## src/rtl/openram_arb_ctrl.sv

```systemverilog
// rtl/openram_arb_ctrl.sv - two-requester round-robin arbiter driving a single-port OpenRAM macro.
// Macro strobes come straight from flops; responses are one-hot, one-cycle pulses.
module openram_arb_ctrl #(
   parameter int DataWidth   = 32,
   parameter int AddrWidth   = 32,
   parameter int ReadLatency = 1
) (
   input  logic                   clk,
   input  logic                   reset,
   input  logic [1:0]             reqValid,
   output logic [1:0]             reqReady,
   input  logic [1:0]             reqWrite,
   input  logic [2*AddrWidth-1:0] reqAddr,
   input  logic [2*DataWidth-1:0] reqWData,
   output logic [1:0]             respValid,
   output logic [DataWidth-1:0]   respRData,
   output logic                   busy,
   output logic [AddrWidth-1:0]   addr,
   output logic [DataWidth-1:0]   dataIn,
   output logic                   CS_B,
   output logic                   WE_B,
   output logic                   OE_B,
   input  logic [DataWidth-1:0]   dataOut
);

   typedef enum logic [1:0] {
      IDLE     = 2'd0,
      ACCESS   = 2'd1,
      READWAIT = 2'd2
   } state_t;

   state_t                 state_q, state_d;
   logic                   owner_q, owner_d;
   logic                   write_q, write_d;
   logic                   last_grant_q, last_grant_d;
   logic [2:0]             cnt_q, cnt_d;
   logic [AddrWidth-1:0]   addr_q, addr_d;
   logic [DataWidth-1:0]   data_in_q, data_in_d;
   logic                   cs_b_q, cs_b_d;
   logic                   we_b_q, we_b_d;
   logic                   oe_b_q, oe_b_d;
   logic [1:0]             resp_valid_q, resp_valid_d;
   logic [DataWidth-1:0]   resp_rdata_q, resp_rdata_d;
   logic [1:0]             ready;
   logic                   win;

   always_comb begin
      state_d      = state_q;
      owner_d      = owner_q;
      write_d      = write_q;
      last_grant_d = last_grant_q;
      cnt_d        = cnt_q;
      addr_d       = addr_q;
      data_in_d    = data_in_q;
      cs_b_d       = cs_b_q;
      we_b_d       = we_b_q;
      oe_b_d       = oe_b_q;
      resp_valid_d = 2'b00;
      resp_rdata_d = resp_rdata_q;
      ready        = 2'b00;
      // On a tie the requester that was not granted last wins.
      win          = (reqValid == 2'b11) ? ~last_grant_q : reqValid[1];

      case (state_q)
         IDLE: begin
            if (!reset) begin
               ready = (win ? 2'b10 : 2'b01) & reqValid;
            end
            if (ready != 2'b00) begin
               owner_d      = win;
               write_d      = reqWrite[win];
               last_grant_d = win;
               addr_d       = win ? reqAddr[2*AddrWidth-1:AddrWidth] : reqAddr[AddrWidth-1:0];
               data_in_d    = win ? reqWData[2*DataWidth-1:DataWidth] : reqWData[DataWidth-1:0];
               cs_b_d       = 1'b0;
               we_b_d       = ~reqWrite[win];
               oe_b_d       = reqWrite[win];
               state_d      = ACCESS;
            end
         end
         ACCESS: begin
            cs_b_d = 1'b1;
            if (write_q) begin
               we_b_d       = 1'b1;
               resp_valid_d = owner_q ? 2'b10 : 2'b01;
               resp_rdata_d = '0;
               state_d      = IDLE;
            end else begin
               cnt_d   = 3'd0;
               state_d = READWAIT;
            end
         end
         READWAIT: begin
            if (cnt_q == 3'(ReadLatency - 1)) begin
               resp_rdata_d = dataOut;
               resp_valid_d = owner_q ? 2'b10 : 2'b01;
               oe_b_d       = 1'b1;
               cnt_d        = 3'd0;
               state_d      = IDLE;
            end else begin
               cnt_d = cnt_q + 3'd1;
            end
         end
         default: state_d = IDLE;
      endcase
   end

   always_ff @(posedge clk) begin
      if (reset) begin
         state_q      <= IDLE;
         owner_q      <= 1'b0;
         write_q      <= 1'b0;
         last_grant_q <= 1'b1;
         cnt_q        <= 3'd0;
         addr_q       <= '0;
         data_in_q    <= '0;
         cs_b_q       <= 1'b1;
         we_b_q       <= 1'b1;
         oe_b_q       <= 1'b1;
         resp_valid_q <= 2'b00;
         resp_rdata_q <= '0;
      end else begin
         state_q      <= state_d;
         owner_q      <= owner_d;
         write_q      <= write_d;
         last_grant_q <= last_grant_d;
         cnt_q        <= cnt_d;
         addr_q       <= addr_d;
         data_in_q    <= data_in_d;
         cs_b_q       <= cs_b_d;
         we_b_q       <= we_b_d;
         oe_b_q       <= oe_b_d;
         resp_valid_q <= resp_valid_d;
         resp_rdata_q <= resp_rdata_d;
      end
   end

   assign reqReady  = ready;
   assign respValid = resp_valid_q;
   assign respRData = resp_rdata_q;
   assign busy      = (state_q != IDLE);
   assign addr      = addr_q;
   assign dataIn    = data_in_q;
   assign CS_B      = cs_b_q;
   assign WE_B      = we_b_q;
   assign OE_B      = oe_b_q;

endmodule

```

## config.mk

```make
export PLATFORM = sky130hd
export DESIGN_NAME = openram_arb_ctrl
export DESIGN_NICKNAME = d
export VERILOG_FILES = /design/src/rtl/openram_arb_ctrl.sv
export SDC_FILE = /design/constraint.sdc
export NUM_CORES = 1
export LEC_CHECK = 0
export ABC_AREA = 1
export CORE_ASPECT_RATIO = 0.9
export CORE_MARGIN = 8
export CORE_UTILIZATION = 69
export CTS_CLUSTER_DIAMETER = 60
export DETAILED_ROUTE_END_ITERATION = 7
export DONT_BUFFER_PORTS = 1
export GPL_TIMING_DRIVEN = 0
export PLACE_DENSITY_LB_ADDON = 0.25
export RECOVER_POWER = 50
export SYNTH_ARGS = -nofsm -noshare
export SYNTH_HDL_FRONTEND = slang
export SYNTH_SLANG_ARGS = --single-unit
```

## constraint.sdc

```tcl
create_clock -name clk -period 4.4 [get_ports clk]
set_input_delay 0.66 -clock clk [delete_from_list [all_inputs] [get_ports clk]]
set_output_delay 0.66 -clock clk [all_outputs]
set_load 0.03 [all_outputs]
```

==> out/metrics.cfg <==
[setup_path]
ff2ff_setup_slack_ns = 2.29
crit_path_cell_trace = nand2_2 -> clkbuf_1 -> nand4_1 -> inv_1
worstPathMaxFanout = 10
setup.worst_path.start = last_grant_q
cp-start-kind = flop
cp_slowest_cell = clkbuf_1
setup.worst_path.end_class = primary output
crit_cells = 4
r2r-start = state_q[0]
reg2reg_depth = 7
cp_num_buf_inv = 2
max_stage_delay_ns = 0.49
cp_data_required_time_ns = 3.74
cp-endpoint = reqReady[1]
cpLargestDelayFamily = buffers and inverters
crit_arrival_ns = 1.97
crit_type = flop to primary output
r2r-end = dataIn[16]

[flow_run]
maxCapViolCount = 0

[grt]
antenna_found_initial = 0
grt_max_degree = 18
grt_pass1_vias = 5199
grt-ovfl-total = 0
grt_pass1_wl_um = 25400
grt_use_total_pct = 27.1

[clock_network]
numCtsBuffers = 9
post-cts-setup-buffers = 0
cts-htree-levels = 3
path_clk_slew_ns = 0.10
ctsHoldBuffers = 0
cts_tree = built
clockBufferDepth = 2
clkLatencyLatePin_ns = 0.35
cts.repair.resized = 0
cts-root-buf = clkbuf_8
clock_sink_count = 109

[synth]
synth_area_leaders = dfxtp_1 (39%), nand2_1 (21%), nor2_1 (13%)
yosysTopAreaCellShare_pct = 38.8
ys_seq_area_share_pct = 38.8
synth_area_um2 = 5630
synth_largest_area_cell = dfxtp_1
synth_cells = 934
ys_types = 21
synth-warning-count = 0
ys_seq_elements = 109
syn_area_per_cell_um2 = 6.02
syn-num-nets = 1106

[route]
drc_errors = 0
drt_iter0_drc = 393
drt-wirelength-per-cell_um = 15.8
vias = 5632
viasPerCell = 5.37
first_pass_iters = 5
ant_nets = 0
wl_um = 16600

[placement]
dpl.hpwl_um = 13100
port_buffers = 0
place_inst = 1033
pre_cts_ws_ns = 1.97
gp_congestion = 0.916

[sta]
fin_crit_sh_pct = 59.8
tns_ns = 0
slew_violations = 0
rsz0062_at_grt = no
period_needed_ns = 2.63
hold_viol_final = 0
setup_ws_ns = 1.77
tightest_slew_ns = 0.675
max_freq_ghz = 0.380
skew_ns = 0.00985
slew_headroom_pct = 55.0
finalSetupViolations = 0

[run_status]
status = finished clean

[pwr]
power_density_nw_per_um2 = 676
p_leak_uw = 0.00334
p_total_uw = 3990
vdd_ir_drop_max_uv = 396

[layout]
layout.nets = 1117
n_antenna_cell = 0
layout_commonest_cell = nand2_1
drive_above_1_share_pct = 4.42
finalNonFillerCells = 1049
layout_common_cells = nand2_1 (319), nor2_1 (200), inv_1 (110)
area_delta_synth_final_pct = 4.83

[floorplanning]
die_h_um = 102
die_width_um = 111
start_util_pct = 70.4
rows = 31
dieArea_um2 = 11300
core_area_um2 = 7990
io_pins = 270

[worst_hold_path]
hold_path.class = flop to flop

[logic make-up (layout without fill, tap and decap cells)]
group | after synthesis | in the layout | share of synthesized area [%]
AO/OA/AOI/OAI | 43 | 43 | 3.87
adder cells (fa/ha/maj) | 6 | 6 | 1.33
buffers and inverters | 170 | 186 | 13.5
flip-flops | 109 | 109 | 38.8
AND/OR/NAND/NOR | 606 | 606 | 42.6
[metal layers]
layer  global-route usage [%]  routed length, µm
met1                     28.9               6200
met2                     48.4               8280
met3                     10.3               1680
met4                     9.21                455
met5                        0                  0
[through the flow]
step                      hold WS, ns  cell area (µm²)  utilization [%]
after floorplan                 0.414             5630                -
after global placement          0.430             5750             72.0
after detailed placement        0.437             5750             72.0
after CTS                       0.461             5940             74.3
after global routing            0.472             5900             73.8
final                           0.457             5900             73.8
[cell type report]
type | count | area, µm²
Buffer | 58 | 299
Clock buffer | 12 | 155
Clock inverter | 4 | 32.5
Fill cell | 715 | 2090
Inverter | 112 | 420
Multi-Input combinational cell | 655 | 2690
Sequential cell | 109 | 2180
Tap cell | 99 | 124
[Yosys cell counts, drive strengths merged]
| master | instances |
|---|---|
| ha | 6 |
| or2 | 1 |
| nand2 | 320 |
| inv | 112 |
| nor2 | 200 |
| o21ai | 35 |
| buf | 37 |
| nand4 | 1 |
| o21a | 1 |
| dfxtp | 109 |
| a21oi | 7 |
| clkbuf | 21 |
| nand3 | 84 |
[power by group]
group	switching (µW)	leakage (µW)	internal, µW
sequential	674	0.000897	1260
clock	330	0.0000888	240
combinational	991	0.00236	496
[state kept, by name, indices dropped and copies added (netlist names)]
| register | flops |
|---|---|
| respRData | 32 |
| write_q | 1 |
| CS_B | 1 |
| owner_q | 1 |
| WE_B | 1 |
| dataIn | 32 |
| state_q | 2 |
| addr | 32 |
| cnt_q | 3 |
| respValid | 2 |
| last_grant_q | 1 |
| OE_B | 1 |
[worst min path at each step]
stage	endpoint	slack, ns	cells past startpoint	startpoint
2_1_floorplan	respValid[0]	0.41	1	owner_q
3_3_place_gp	respValid[0]	0.43	1	owner_q
3_5_place_dp	respValid[0]	0.44	1	owner_q
4_1_cts	respValid[0]	0.46	1	owner_q
5_1_grt	respValid[1]	0.47	2	owner_q
6_report	respValid[0]	0.46	1	owner_q
No activity file was read; power rests on OpenSTA's default activity.
